==> src/rtl/ppu_pkg.sv <==
// Shared PPU definitions: sprite evaluation FSM states, OAM geometry and byte offsets.
package ppu_pkg;

    typedef enum logic [2:0] {
        ST_IDLE,
        ST_CLEAR,
        ST_READ_Y,
        ST_CHECK_Y,
        ST_COPY1,
        ST_COPY2,
        ST_COPY3,
        ST_DONE
    } eval_state_t;

    localparam int OAM_ENTRIES   = 64;
    localparam int SPRITE_SLOTS  = 8;
    localparam int SEC_OAM_BYTES = 4 * SPRITE_SLOTS;
    localparam int SPR_H8        = 8;
    localparam int SPR_H16       = 16;

    localparam logic [7:0] Y_HIDE = 8'hEF;

    localparam logic [1:0] OFS_Y    = 2'd0;
    localparam logic [1:0] OFS_TILE = 2'd1;
    localparam logic [1:0] OFS_ATTR = 2'd2;
    localparam logic [1:0] OFS_X    = 2'd3;

endpackage

==> src/rtl/sprite_range_cmp.sv <==
// Sprite vertical range test: is the scanline inside the sprite, and which row of it.
module sprite_range_cmp
    import ppu_pkg::*;
(
    input  logic [7:0] scanline,
    input  logic [7:0] y,
    input  logic       sprite_size,
    output logic       in_range,
    output logic [3:0] row
);

    logic [8:0] d;
    logic [4:0] height;

    // d[8] is the borrow: scanline above the sprite top
    assign d        = {1'b0, scanline} - {1'b0, y};
    assign height   = sprite_size ? 5'(SPR_H16) : 5'(SPR_H8);
    assign in_range = (y < Y_HIDE) && !d[8] && (d[7:0] < {3'b000, height});
    assign row      = d[3:0];

endmodule

==> src/rtl/sprite_evaluator.sv <==
// Per-scanline sprite evaluation: clears secondary OAM, then copies up to
// SPRITE_SLOTS in-range sprites from primary OAM and flags overflow.
module sprite_evaluator
    import ppu_pkg::*;
(
    input  logic       clk,
    input  logic       rst,
    input  logic       eval_start,
    input  logic [7:0] scanline,
    input  logic       sprite_size,
    output logic [7:0] oam_addr,
    input  logic [7:0] oam_din,
    output logic       sec_we,
    output logic [4:0] sec_addr,
    output logic [7:0] sec_dout,
    output logic       busy,
    output logic       eval_done,
    output logic [3:0] sprite_count,
    output logic       sprite0_in_line,
    output logic       sprite_overflow,
    input  logic       ovf_clr
);

    eval_state_t state, state_nx;

    logic [5:0] n;
    logic [3:0] k;
    logic [4:0] clr_idx;
    logic       size_q;
    logic       in_range;
    logic [3:0] row_unused;
    logic       n_last;
    logic       slots_full;
    logic       copy_hit;
    logic       ovf_hit;

    sprite_range_cmp u_range_cmp (
        .scanline    (scanline),
        .y           (oam_din),
        .sprite_size (size_q),
        .in_range    (in_range),
        .row         (row_unused)
    );

    assign n_last     = (n == 6'(OAM_ENTRIES - 1));
    assign slots_full = (k == 4'(SPRITE_SLOTS));
    assign copy_hit   = (state == ST_CHECK_Y) && in_range && !slots_full;
    assign ovf_hit    = (state == ST_CHECK_Y) && in_range && slots_full;

    always_ff @(posedge clk or posedge rst) begin
        if (rst) begin
            state           <= ST_IDLE;
            n               <= '0;
            k               <= '0;
            clr_idx         <= '0;
            size_q          <= 1'b0;
            sprite0_in_line <= 1'b0;
            sprite_overflow <= 1'b0;
        end else begin
            state <= state_nx;
            case (state)
                ST_IDLE: begin
                    if (eval_start) begin
                        n               <= '0;
                        k               <= '0;
                        clr_idx         <= '0;
                        sprite0_in_line <= 1'b0;
                        size_q          <= sprite_size;
                    end
                end
                ST_CLEAR: clr_idx <= clr_idx + 5'd1;
                ST_CHECK_Y: begin
                    if (copy_hit && (n == 6'd0))
                        sprite0_in_line <= 1'b1;
                    if (!in_range && !n_last)
                        n <= n + 6'd1;
                end
                ST_COPY3: begin
                    k <= k + 4'd1;
                    if (!n_last)
                        n <= n + 6'd1;
                end
                default: ;
            endcase
            // a fresh overflow beats a simultaneous clear
            if (ovf_hit)
                sprite_overflow <= 1'b1;
            else if (ovf_clr)
                sprite_overflow <= 1'b0;
        end
    end

    always_comb begin
        state_nx = state;
        case (state)
            ST_IDLE:    if (eval_start) state_nx = ST_CLEAR;
            ST_CLEAR:   if (clr_idx == 5'(SEC_OAM_BYTES - 1)) state_nx = ST_READ_Y;
            ST_READ_Y:  state_nx = ST_CHECK_Y;
            ST_CHECK_Y: begin
                if (copy_hit)
                    state_nx = ST_COPY1;
                else if (ovf_hit || n_last)
                    state_nx = ST_DONE;
                else
                    state_nx = ST_READ_Y;
            end
            ST_COPY1:   state_nx = ST_COPY2;
            ST_COPY2:   state_nx = ST_COPY3;
            ST_COPY3:   state_nx = n_last ? ST_DONE : ST_READ_Y;
            ST_DONE:    state_nx = ST_IDLE;
            default:    state_nx = ST_IDLE;
        endcase
    end

    // oam_din is one cycle behind oam_addr, so each copy cycle writes the byte
    // requested in the previous cycle and requests the next one
    always_comb begin
        oam_addr = '0;
        sec_we   = 1'b0;
        sec_addr = '0;
        sec_dout = '0;
        case (state)
            ST_CLEAR: begin
                sec_we   = 1'b1;
                sec_addr = clr_idx;
                sec_dout = 8'hFF;
            end
            ST_READ_Y: oam_addr = {n, OFS_Y};
            ST_CHECK_Y: begin
                if (copy_hit) begin
                    sec_we   = 1'b1;
                    sec_addr = {k[2:0], OFS_Y};
                    sec_dout = oam_din;
                    oam_addr = {n, OFS_TILE};
                end
            end
            ST_COPY1: begin
                sec_we   = 1'b1;
                sec_addr = {k[2:0], OFS_TILE};
                sec_dout = oam_din;
                oam_addr = {n, OFS_ATTR};
            end
            ST_COPY2: begin
                sec_we   = 1'b1;
                sec_addr = {k[2:0], OFS_ATTR};
                sec_dout = oam_din;
                oam_addr = {n, OFS_X};
            end
            ST_COPY3: begin
                sec_we   = 1'b1;
                sec_addr = {k[2:0], OFS_X};
                sec_dout = oam_din;
            end
            default: ;
        endcase
    end

    assign busy         = (state != ST_IDLE);
    assign eval_done    = (state == ST_DONE);
    assign sprite_count = k;

endmodule

==> config.mk <==
export PLATFORM = sky130hd
export DESIGN_NAME = sprite_evaluator
export DESIGN_NICKNAME = d
export VERILOG_FILES = /design/src/rtl/ppu_pkg.sv /design/src/rtl/sprite_range_cmp.sv /design/src/rtl/sprite_evaluator.sv
export SDC_FILE = /design/constraint.sdc
export NUM_CORES = 1
export LEC_CHECK = 0
export BUFFER_PORTS_ARGS = -buffer_cell sky130_fd_sc_hd__buf_4
export CAP_MARGIN = 15
export CORE_UTILIZATION = 47
export CTS_CLUSTER_SIZE = 30
export DETAILED_ROUTE_END_ITERATION = 10
export PLACE_DENSITY = 0.76
export SLEW_MARGIN = 15
export SYNTH_ARGS = -nofsm -noshare
export SYNTH_HDL_FRONTEND = slang
export SYNTH_SLANG_ARGS = --single-unit
==> constraint.sdc <==
create_clock -name clk -period 2.6 [get_ports clk]
set_input_delay 0.13 -clock clk [delete_from_list [all_inputs] [get_ports clk]]
set_output_delay 0.13 -clock clk [all_outputs]
set_load 0.1 [all_outputs]
Yosys cells after proc, flatten, opt, wreduce, memory -nomap -nowiden
Index checks and enable logic that the tools add are counted.
{ "totals": {"register_bits": 21, "inputBits": 21, "output_inout_bits": 30, "wordCells": 84} }
{ "op_classes": {"addsub": 4, "order_cmp": 2, "eq_ne": 15, "muxes": 28, "n_reduce_logical": 28} }
{ "ops": {"columns": ["cell", "n"], "rows": [
  ["$pmux W8 S4", 1],
  ["$pmux W5 S5", 1],
  ["$pmux W3 S8", 1],
  ["$pmux W8 S3", 1],
  ["$mux W6", 3],
  ["$pmux W6 S3", 1],
  ["$mux W8", 2],
  ["$mux W3", 5],
  ["$mux W5", 3],
  ["$eq A3 B3 Y1 const B", 4],
  ["$pmux W5 S2", 1],
  ["$sub A8 B8 Y9", 1],
  ["$lt A8 B5 Y1", 1],
  ["$lt A8 B8 Y1 const B", 1],
  ["$pmux W4 S2", 1],
  ["$reduce_and A2 Y1", 4],
  ["$reduce_bool A2 Y1", 4],
  ["$logic_and A1 B1 Y1", 7],
  ["$add A6 B1 Y6 const B", 1],
  ["$eq A3 B2 Y1 const B", 2],
  ["$eq A6 B6 Y1 const B", 1],
  ["$logic_not A6 Y1", 1],
  ["$ne A2 B2 Y1 const B", 3],
  ["$reduce_bool A3 Y1", 2],
  ["16 further kinds", 25]
]} }

Logic depth before layout (Yosys ltp)
Gate-level depths: netlist (run 1).
{ "logic_depth": {"word_depth": 10, "ltp_mapped": 14, "mapped_depth_nobuf": 13} }

Cells and area by module
Synthesis (run 1) repeated with hierarchy kept, for this count alone.
{ "unflattened": {"cells_unflattened": 250, "hier_area_um2": 2009.4} }
{ "by_module_without_submodules": {"columns": ["module", "n_inst", "cells_each", "area_per_inst_um2", "seq_area_each_um2"], "rows": [
  ["sprite_evaluator", 1, 186, 1549.0, 525.5],
  ["sprite_range_cmp", 1, 64, 460.4, 0.0]
]} }

Least setup slack after synthesis (run 1)
OpenSTA, ideal clock, no wires.
{ "synth_path": {"kind": "input to output", "startpoint": "input port oam_din[2]", "endpoint": "output port oam_addr[0]", "arrival_time_ns": 4.275, "required_ns": 2.470, "setup_slack_ns": -1.805, "stages": 13, "path_buffers": 0, "cell_sequence": "inv_1 -> ha_1 -> a21o_1 -> a31oi_2 -> inv_1 -> a21oi_1 -> xnor2_1 -> ha_1 -> a311oi_2 -> o211ai_2 -> nor2_1 -> a21oi_1 -> nor3b_1"} }
{ "synth_between": {"elab_chain_len": 8, "elab_cells_between_ends": 10, "cone_classes": "add/sub (1); order compare (2); mux (2); reduce/logical (5)"} }
{ "synth_rtl": {"columns": ["item", "line", "rtl"], "rows": [
  ["start: declaration", "sprite_evaluator.sv:12", "input logic [7:0] oam_din,"],
  ["parallel branches: the longest is 3 deep, another holds $sub A8 B8 Y9", null, null],
  ["$logic_and A1 B1 Y1 *", "sprite_range_cmp.sv:18", "assign in_range = (y < Y_HIDE) && !d[8] && (d[7:0] < {3'b000, height});"],
  ["$logic_and A1 B1 Y1 * (2 in a row)", "sprite_evaluator.sv:47", "assign copy_hit = (state == ST_CHECK_Y) && in_range && !slots_full;"],
  ["$mux W8 *", "sprite_evaluator.sv:130", "if (copy_hit) begin"],
  ["$pmux W8 S4 *", "sprite_evaluator.sv:122", "case (state)"],
  ["end: declaration", "sprite_evaluator.sv:11", "output logic [7:0] oam_addr,"]
]} }
Every way passes the cells marked *.

Worst setup path after layout (run 1)
Same ends and word-level chain as after synthesis.

==> metrics.md, run 1 <==
| Metric | Value |
|---|---|
| Worst EP required | `roughly 2.5 ns` |
| Die X | `63.31 um` |
| Via count | `about 2.1k` |
| Crit path time final | `approximately 3.0 ns` |
| Critical-path cell list | `buf_8 > clkinvlp_4 > ha_4 > buf_4 > a31oi_2 > buf_4 > buf_4 > o21ai_0 > mux2i_1 > o211ai_2 > buf_6 > nor2_4 > buf_4 > a21oi_2 > nor3b_4 > buf_12` |
| Startpoint Class | `input pin` |
| Rows | `21` |
| Fin nets | `between 300 and 400` |
| Setup violations, final | `22` |
| Psw | `around 1.9 mW` |
| Final design utilization | `88.38%` |
| Pre-CTS setup slack | `-0.4804 ns` |
| Worst setup EP type | `primary output` |
| Worst-path fanout max | `4` |
| Seq/Total Area, Yosys | `between 20 and 30%` |
| Syn_area_per_cell | `around 8 um^2` |
| Die Y | `~63 um` |
| GP Congestion | `~0.86` |
| Cell count after synthesis | `about 230` |
| Achievable Freq | `roughly 0.34 GHz` |
| Largest net degree at the start of global routing | `22` |
| CP dominant cell by count | `buf_4` |
| Drt total wl | `about 6.5 mm` |
| Initial Util | `50.94%` |
| Vias in the first global route | `around 2.1k` |
| Worst EP arrival | `around 2.8 ns` |
| Total die area | `approximately 0.0040 mm^2` |
| Failing checks | `setup timing` |
| Synth top area cells | `dfrtp_1 30%, ha_1 13%, nand2_1 6.4%` |
| CTS Buf Count | `3` |
| Diodes inserted | `0` |
| Ys Warns | `0` |
| Clk network pwr share | `under 10%` |
| Net Count, Synth | `approximately 270` |
| TritonCTS Sinks | `21` |
| Final setup margin | `-0.3682 ns` |
| Max Root-Sink Buffers | `2` |
| P&R area growth vs syn | `73.51%` |
| Count leader, synth | `nand2_1` |
| Routed Antenna Nets | `0` |
| Final period utilization | `114.2%` |
| CP max stage delay | `roughly 0.37 ns` |
| CTS clock-pin slew for the worst setup and hold paths | `~0.090 ns` |
| # fillers | `around 180` |
| Switch share | `a little under three fifths` |
| WP buf/inv | `8` |
| VDD IR max | `about 1100 uV` |
| Top cell family by delay on the critical path | `buffers and inverters` |
| #FFs+latches synth | `21` |
| Total grt overflow | `0` |
| Pins Over Slew Limit | `0` |
| Slew headroom | `between 40% and 50%` |
| RSZ-0062 raised after global routing | `yes` |
| Post-synth top area cell | `dfrtp_1` |
| Leak | `1.423 nW` |
| Gate power share | `~79%` |
| Gr usage total | `a little under a third` |
| Initial drt markers | `around 230` |
| Hold Fails Final Rpt | `0` |
| DRT Pass-1 Iters | `6` |
| First-pass GRT wire length | `a little under 10 mm` |
| Share of cells above drive strength 1 | `42.36%` |
| Max-Cap Viols | `0` |
| Port Buffers | `50` |
| CTS Root Cell | `clkbuf_8` |
| Synth cell types | `between 40 and 50` |
| Max H-tree Level | `1` |
| Skew final | `approximately 0.0052 ns` |
| Run status | `finished, violations left` |
| Power Dens Cells | `roughly 1100 mW/mm^2` |
| Crit Path Class | `in2out` |
| CTS tree | `done` |
| Hold Path Class | `in2async` |
| Core area | `roughly 0.0035 mm^2` |
| Synth Cell Area | `around 0.0018 mm^2` |
| Sequential Power Share | `between 10% and 20%` |
| Ys flop type | `dfrtp_1` |
| Fraction of registers with async set/reset | `between 90% and 100%` |
| Number of synthesized flops with an enable pin | `0` |
| Routed wire per std cell | `around 18 um` |
| Clk_lat worst skew | `approximately 0.27 ns` |
| Initial antenna violation count | `0` |
| DR vias/cell | `a little under 6` |
| HPWL Detailed | `around 3.7 mm` |
| Worst-Margin Slew | `slightly above 0.8 ns` |
| IO Pins | `around 50` |
| Post-CTS Hold Fix Bufs | `0` |
| Residual DRC count | `0` |
| Post-synth top area share | `approximately 30%` |
| P_int | `about 1.4 mW` |
| Synth top cells by count | `30 x nand2_1, 22 x inv_1, 21 x dfrtp_1` |
| Slowest CP cell | `o21ai_0` |
-- worst reg2reg max path, stage by stage, from the launching register on --
cell and delay (ns):
dfrtp_1 0.41, or3b_1 0.40, a311oi_2 0.26, o211ai_2 0.16, or3b_4 0.46, buf_4 0.15, buf_4 0.12, o32ai_2 0.19
-- metrics by stage --
| step | cells | setup TNS [ns] | power (mW) | area, um^2 | hold WS, ns |
|---|---|---|---|---|---|
| floorplan | 226 | -6.538 | 2.060 | 1989 | 0.1065 |
| global placement | 342 | -6.433 | 2.475 | 2594 | 0.3121 |
| detailed placement | 342 | -7.308 | 2.498 | 2594 | 0.3213 |
| CTS | 356 | -4.197 | 3.145 | 3013 | 0.02381 |
| global route | 360 | -8.439 | 3.386 | 3065 | 0.02633 |
| finish | 360 | -6.165 | 3.251 | 3065 | 0.01004 |
-- cell families after synthesis --
family	count (synthesis)	share of synthesized area (%)
XOR/XNOR	5	2.479
buffers and inverters	28	6.020
AND/OR/NAND/NOR	89	24.58
AO/OA/AOI/OAI	63	23.30
adder cells (fa/ha/maj)	18	12.75
multiplexers	2	1.133
flip-flops	21	29.74
-- cells in the final DEF, fill, tap and decap left out, drive strengths merged, types with 4 or more instances in the layout --
cell / instances
o21ai: 20
nor2b: 5
nor3: 6
a22o: 4
nor2: 20
a31oi: 4
buf: 90
ha: 18
dfrtp: 21
or3: 4
nand3: 7
nand2: 30
a21oi: 18
inv: 20
-- state kept, by name, summed over array words and instances, names as in the netlist --
| name | count |
|---|---|
| clr_idx | 5 |
| n | 6 |
| sprite0_in_line | 1 |
| size_q | 1 |
| sprite_overflow | 1 |
| sprite_count | 4 |
| state | 3 |
-- per-layer routing --
layer / GRT usage, % / vias up / part of all wire (%)
li1: - / 966 / -
met2: 56.99 / 114 / 51
met4: 8.523 / 0 / 2.8
met5: 0 / - / 0
met1: 38.21 / 1031 / 40
met3: 5.797 / 24 / 6.6
-- area by class of cell --
type | count | area (um^2) | area share, %
Multi-Input combinational cell | 177 | 1395 | 45.51
Timing Repair Buffer | 90 | 948.4 | 30.94
Sequential cell | 21 | 525.5 | 17.14
Inverter | 22 | 90.09 | 2.939
Tap cell | 46 | 57.56 | 1.878
Clock buffer | 3 | 41.29 | 1.347
Clock inverter | 1 | 7.507 | 0.2449
-- repair_timing --
action	in CTS	in global routing
pin swaps	11	10
gates cloned	0	1
setup buffers	10	6
gates resized for setup	68	10
endpoints found under the setup margin	20	29
-- power by group through the flow --
stage	clock network (mW)	registers (mW)	logic, mW
6_report	0.237	0.462	2.55
5_1_grt	0.258	0.471	2.66
4_1_cts	0.233	0.453	2.46
3_5_place_dp	0	0.459	2.04
3_3_place_gp	0	0.456	2.02
2_1_floorplan	0	0.451	1.61
-- path summary, 6_finish.rpt --
kind / start / end / slack (ns) / depth (start not counted)
worst max-delay path: oam_din[2] / oam_addr[0] / -0.37 / 16
worst min-delay path: rst / sprite_count[1] / 0.01 / 2
worst max register to register: size_q / sprite_overflow / 0.36 / 7
worst min register to register: sprite_count[3] / sprite_count[3] / 0.52 / 1
max in group asynchronous: rst / n[1] / 2.08 / 2
min in group clk: ovf_clr / sprite_overflow / 0.03 / 2
No activity file was read; power rests on OpenSTA's default activity.
==> run 2, diff against run 1 <==
--- a/config.mk
+++ b/config.mk
@@ -7,10 +7,12 @@
 export LEC_CHECK = 0
 export BUFFER_PORTS_ARGS = -buffer_cell sky130_fd_sc_hd__buf_4
 export CAP_MARGIN = 15
-export CORE_UTILIZATION = 47
+export CELL_PAD_IN_SITES_DETAIL_PLACEMENT = 0
+export CELL_PAD_IN_SITES_GLOBAL_PLACEMENT = 2
+export CORE_UTILIZATION = 26
 export CTS_CLUSTER_SIZE = 30
 export DETAILED_ROUTE_END_ITERATION = 10
-export PLACE_DENSITY = 0.76
+export PLACE_DENSITY_LB_ADDON = 0.1
 export SLEW_MARGIN = 15
 export SYNTH_ARGS = -nofsm -noshare
 export SYNTH_HDL_FRONTEND = slang
==> metrics.md, run 2 (synthesized netlist as in run 1, its figures left out) <==
| Metric | Value |
|---|---|
| Setup violations, final | `19 (was 22)` |
| CTS Root Cell | `clkbuf_8 (unchanged)` |
| Worst-path fanout max | `3 (was 4)` |
| Cells after DPL | `378 (was 342)` |
| Die Y | `84.43 um (was 63.31 um)` |
| Hold Path Class | `in2reg (was in2async)` |
| Diodes inserted | `0 (unchanged)` |
| CTS Buf Count | `3 (unchanged)` |
| VDD IR max | `472.2 uV (was 1078 uV)` |
| Run status | `finished, violations left (unchanged)` |
| Hold Fails Final Rpt | `0 (unchanged)` |
| DRT Pass-1 Iters | `9 (was 6)` |
| TritonCTS Sinks | `21 (unchanged)` |
| Port Buffers | `50 (unchanged)` |
| Failing checks | `DRC, setup timing (was setup timing)` |
| Post-CTS Hold Fix Bufs | `0 (unchanged)` |
| Final setup margin | `-0.2729 ns (was -0.3682 ns)` |
| Worst setup EP type | `primary output (unchanged)` |
| Crit Path Class | `in2out (unchanged)` |
| Core area | `0.006459 mm^2 (was 0.003468 mm^2)` |
| Max-Cap Viols | `0 (unchanged)` |
| Routed Antenna Nets | `0 (unchanged)` |
| DR vias/cell | `4.891 (was 5.931)` |
| Pins Over Slew Limit | `0 (unchanged)` |
| Startpoint Class | `input pin (unchanged)` |
| Skew final | `0.004679 ns (was 0.005213 ns)` |
| Most common cell after layout, fill and taps aside | `buf_4 (unchanged)` |
| Max Root-Sink Buffers | `2 (unchanged)` |
| Routed wire per std cell | `13.79 um (was 18.01 um)` |
| CTS clock-pin slew for the worst setup and hold paths | `0.08 ns (was 0.09 ns)` |
| Fin nets | `358 (was 354)` |
| Residual DRC count | `4 (was 0)` |
| Via count | `1932 (was 2135)` |
| Leak | `1.454 nW (was 1.423 nW)` |
| GP Congestion | `0.7667 (was 0.8603)` |
| Vias in the first global route | `1937 (was 2098)` |
| Total grt overflow | `0 (unchanged)` |
| Total die area | `0.007128 mm^2 (was 0.004008 mm^2)` |
| Biggest register | `n (unchanged)` |
| P&R area growth vs syn | `79.82% (was 73.51%)` |
| IO Pins | `51 (unchanged)` |
| Max H-tree Level | `1 (unchanged)` |
| RSZ-0062 raised after global routing | `yes (unchanged)` |
| Drt total wl | `5.449 mm (was 6.482 mm)` |
| CTS tree | `done (unchanged)` |
| Gr usage total | `15.75% (was 31.63%)` |
| Max reg flops | `6 (unchanged)` |
| Die X | `84.43 um (was 63.31 um)` |
| Initial drt markers | `70 (was 234)` |
| Share of cells above drive strength 1 | `44.34% (was 42.36%)` |
| Clk_lat worst skew | `0.26 ns (was 0.27 ns)` |
| Crit path time final | `2.873 ns (was 2.968 ns)` |
| Worst EP arrival | `2.74 ns (was 2.84 ns)` |
| HPWL Detailed | `4.084 mm (was 3.744 mm)` |
| Most frequent cells in the layout | `63 x buf_4, 28 x nand2_1, 21 x dfrtp_1 (was 65 x buf_4, 30 x nand2_1, 21 x dfrtp_1)` |
| Rows | `29 (was 21)` |
| Post-Layout Cell Count | `395 (was 360)` |
| Final design utilization | `49.19% (was 88.38%)` |
| Initial Util | `27.35% (was 50.94%)` |
| Power Dens Cells | `998.2 mW/mm^2 (was 1060 mW/mm^2)` |
| Largest net degree at the start of global routing | `22 (unchanged)` |
| First-pass GRT wire length | `9.073 mm (was 9.880 mm)` |
| Initial antenna violation count | `0 (unchanged)` |
| Worst EP required | `2.47 ns (about the same)` |
| Pre-CTS setup slack | `-0.4785 ns (was -0.4804 ns)` |
| Slew headroom | `42.55% (was 45.14%)` |
| Final period utilization | `110.5% (was 114.2%)` |
| Pwr Total | `3.171 mW (was 3.251 mW)` |
| Worst-Margin Slew | `0.8608 ns (was 0.8220 ns)` |
| Achievable Freq | `0.3481 GHz (was 0.3369 GHz)` |
[run 2: timing repair]
item	CTS	global route
pin swaps	13	23
setup buffers	4	7
endpoints found under the setup margin	19	28
gates cloned	1	1
gates resized for setup	66	23
[run 2: routing by layer]
layer | wire length (um) | track usage (%) | share of wire (%) | up-vias
met3 | 180 | 1.770 | 3.3 | 4
met4 | 45 | 4.006 | 0.83 | 0
met5 | 0 | 0 | 0 | -
met2 | 2733 | 28.54 | 50 | 40
met1 | 2490 | 19.95 | 46 | 912
li1 | - | - | - | 976
[run 2: worst paths after layout]
kind	slack, ns	startpoint	cells after the start	endpoint
hold / removal	0.04	ovf_clr	2	sprite_overflow
min in group asynchronous	0.05	rst	2	sprite0_in_line
setup reg to reg	0.40	state[2]	6	state[0]
hold reg to reg	0.50	sprite0_in_line	1	sprite0_in_line
setup / recovery	-0.27	oam_din[2]	15	sec_addr[2]
max in group asynchronous	2.02	rst	2	clr_idx[4]
[run 2: power by group]
part | total, mW | switching [mW] | internal (mW) | leakage [nW]
Combinational | 2.49 | 1.62 | 0.866 | 1.15
Sequential | 0.461 | 0.0742 | 0.386 | 0.284
Clock | 0.220 | 0.110 | 0.109 | 0.0228
[run 2: area by class of cell]
cell class	count	area (um^2)
clock buffer	4	45.04
fill	631	3282
inverter	22	90.09
multi-input combinational	178	1430
sequential	21	525.5
tap	77	96.34
timing repair buffer	93	989.7
[run 2: stage by stage]
step           TNS, ns  hold slack (ns)  area, um^2
3_3_place_gp    -8.577           0.3155        2670
3_5_place_dp    -9.239           0.3183        2670
5_1_grt         -8.947          0.03279        3177
6_report        -4.488          0.04052        3177
2_1_floorplan   -6.538           0.1065        1989
4_1_cts         -5.416          0.03743        3035
[run 2: critical path, stage by stage]
cell,delay [ns]
buf_8,0.08
clkinvlp_4,0.09
ha_4,0.22
a21o_1,0.16
a31oi_2,0.16
inv_1,0.07
a21oi_2,0.13
xnor2_1,0.13
ha_1,0.25
a311oi_2,0.25
o211ai_2,0.17
or3b_4,0.44
o21ai_4,0.16
a22o_4,0.14
buf_12,0.16
==> run 3, diff against run 2 <==
--- a/config.mk
+++ b/config.mk
@@ -5,7 +5,7 @@
 export SDC_FILE = /design/constraint.sdc
 export NUM_CORES = 1
 export LEC_CHECK = 0
-export BUFFER_PORTS_ARGS = -buffer_cell sky130_fd_sc_hd__buf_4
+export BUFFER_PORTS_ARGS = -buffer_cell sky130_fd_sc_hd__buf_2
 export CAP_MARGIN = 15
 export CELL_PAD_IN_SITES_DETAIL_PLACEMENT = 0
 export CELL_PAD_IN_SITES_GLOBAL_PLACEMENT = 2
==> metrics.md, run 3 (synthesized netlist as in run 1, its figures left out) <==
| Metric | Value |
|---|---|
| Worst EP arrival | `2.72 ns (was 2.74 ns)` |
| Diodes inserted | `0 (unchanged)` |
| Residual DRC count | `4 (unchanged)` |
| IO Pins | `51 (unchanged)` |
| Die Y | `84.43 um (unchanged)` |
| RSZ-0062 raised after global routing | `yes (unchanged)` |
| Hold Path Class | `in2async (was in2reg)` |
| Routed Antenna Nets | `0 (unchanged)` |
| CTS Buf Count | `3 (unchanged)` |
| Critical R2R Launch | `size_q (was state[2])` |
| Run status | `finished, violations left (unchanged)` |
| Achievable Freq | `0.3507 GHz (was 0.3481 GHz)` |
| R2R depth | `9 (was 6)` |
| HPWL Detailed | `4.298 mm (was 4.084 mm)` |
| # fillers | `649 (was 631)` |
| CTS tree | `done (unchanged)` |
| Worst setup EP type | `primary output (unchanged)` |
| Die X | `84.43 um (unchanged)` |
| Total die area | `0.007128 mm^2 (unchanged)` |
| Routed wire per std cell | `14.22 um (was 13.79 um)` |
| First-pass GRT wire length | `8.983 mm (was 9.073 mm)` |
| Max reg flops | `6 (unchanged)` |
| Fin nets | `351 (was 358)` |
| Rows | `29 (unchanged)` |
| Startpoint Class | `input pin (unchanged)` |
| VDD IR max | `404.3 uV (was 472.2 uV)` |
| P&R area growth vs syn | `71.88% (was 79.82%)` |
| Final period utilization | `109.7% (was 110.5%)` |
| Initial antenna violation count | `0 (unchanged)` |
| Crit Path Class | `in2out (unchanged)` |
| Crit path time final | `2.852 ns (was 2.873 ns)` |
| RR Endpoint | `sprite0_in_line (was state[0])` |
| DR vias/cell | `4.966 (was 4.891)` |
| DRT Pass-1 Iters | `9 (unchanged)` |
| Largest net degree at the start of global routing | `22 (unchanged)` |
| Worst EP required | `2.47 ns (about the same)` |
| Failing checks | `DRC, setup timing (unchanged)` |
| Setup violations, final | `22 (was 19)` |
| Via count | `1927 (was 1932)` |
| Power Dens Cells | `1051 mW/mm^2 (was 998.2 mW/mm^2)` |
| Gr usage total | `15.56% (was 15.75%)` |
| CTS Root Cell | `clkbuf_8 (unchanged)` |
| Final design utilization | `47.02% (was 49.19%)` |
| Share of cells above drive strength 1 | `42.77% (was 44.34%)` |
| Pwr Total | `3.191 mW (was 3.171 mW)` |
| Leak | `1.405 nW (was 1.454 nW)` |
| Port Buffers | `50 (unchanged)` |
| Setup TNS Final | `-4.011 ns (was -4.488 ns)` |
| TritonCTS Sinks | `21 (unchanged)` |
| Worst-path fanout max | `4 (was 3)` |
| Worst-Margin Slew | `0.8807 ns (was 0.8608 ns)` |
| Max H-tree Level | `1 (unchanged)` |
| Vias in the first global route | `1881 (was 1937)` |
| Initial drt markers | `66 (was 70)` |
| Drt total wl | `5.517 mm (was 5.449 mm)` |
| Biggest register | `n (unchanged)` |
| Reg-to-reg setup timing slack | `0.19 ns (was 0.40 ns)` |
| Skew final | `0.005600 ns (was 0.004679 ns)` |
| GP Congestion | `0.7410 (was 0.7667)` |
| Post-CTS Hold Fix Bufs | `0 (unchanged)` |
| CTS clock-pin slew for the worst setup and hold paths | `0.09 ns (was 0.08 ns)` |
| Max Root-Sink Buffers | `2 (unchanged)` |
| Core area | `0.006459 mm^2 (unchanged)` |
| Total grt overflow | `0 (unchanged)` |
| Clk_lat worst skew | `0.27 ns (was 0.26 ns)` |
| Slew headroom | `41.22% (was 42.55%)` |
| Pins Over Slew Limit | `0 (unchanged)` |
| Max-Cap Viols | `0 (unchanged)` |
| Hold Fails Final Rpt | `0 (unchanged)` |
| Most frequent cells in the layout | `30 x nand2_1, 30 x buf_2, 29 x buf_4 (was 63 x buf_4, 28 x nand2_1, 21 x dfrtp_1)` |
| Final setup margin | `-0.2518 ns (was -0.2729 ns)` |
| Initial Util | `27.35% (unchanged)` |
==> run 3: power by group <==
group | total (mW) | internal (mW) | switching (mW)
clock | 0.230 | 0.107 | 0.122
combinational | 2.51 | 0.893 | 1.62
sequential | 0.451 | 0.387 | 0.0650
total | 3.19 | 1.39 | 1.80
==> run 3: worst max path at each step <==
stage,from,end
after floorplan,oam_din[2],oam_addr[0]
after global placement,oam_din[2],oam_addr[4]
after detailed placement,oam_din[2],oam_addr[5]
after CTS,oam_din[2],sec_addr[3]
after global routing,oam_din[2],oam_addr[0]
final,oam_din[2],sec_addr[3]
==> run 3: layer usage <==
metal  up-vias  share of wire, %  wire length, um  global-route usage (%)
met1       912                43             2379                   19.50
met5         -                 0                0                       0
met2        47                52             2892                   28.76
met3         5               3.5              195                   1.475
met4         0              0.89               49                   3.698
li1        963                 -                -                       -
==> run 3: layout make-up <==
type / instances / area [um^2] / area share, %
clock inverter: 1 / 5.005 / 0.1648
tap: 77 / 96.34 / 3.173
multi-input combinational: 177 / 1416 / 46.64
clock buffer: 3 / 41.29 / 1.360
inverter: 22 / 90.09 / 2.967
timing repair buffer: 87 / 862.1 / 28.39
sequential: 21 / 525.5 / 17.31
==> run 3: what timing repair did <==
| action | 4_1_cts | 5_1_grt |
|---|---|---|
| gates resized for setup | 9 | 17 |
| pin swaps | 11 | 7 |
| buffers inserted | 4 | 3 |
| endpoints found under the setup margin | 19 | 24 |
| cloned | 0 | 1 |
==> run 3: per-stage QoR <==
step	cell area, um^2	hold WS [ns]	instances	setup slack, ns
3_3_place_gp	2828	0.3211	376	-0.4299
6_report	3037	0.02894	388	-0.2518
5_1_grt	3037	0.02267	388	-0.4763
4_1_cts	2940	0.03011	384	-0.2727
2_1_floorplan	1989	0.1065	226	-0.4604
3_5_place_dp	2828	0.3223	376	-0.4307
==> run 3: critical path, cell delays in order <==
cell,delay [ns]
buf_8,0.08
clkinvlp_4,0.08
ha_4,0.22
a21o_1,0.15
a31oi_2,0.15
inv_1,0.07
a21oi_2,0.14
xnor2_1,0.13
ha_1,0.25
a311oi_2,0.22
o211ai_2,0.18
or3b_4,0.43
o21ai_4,0.17
a22o_4,0.15
buf_12,0.16
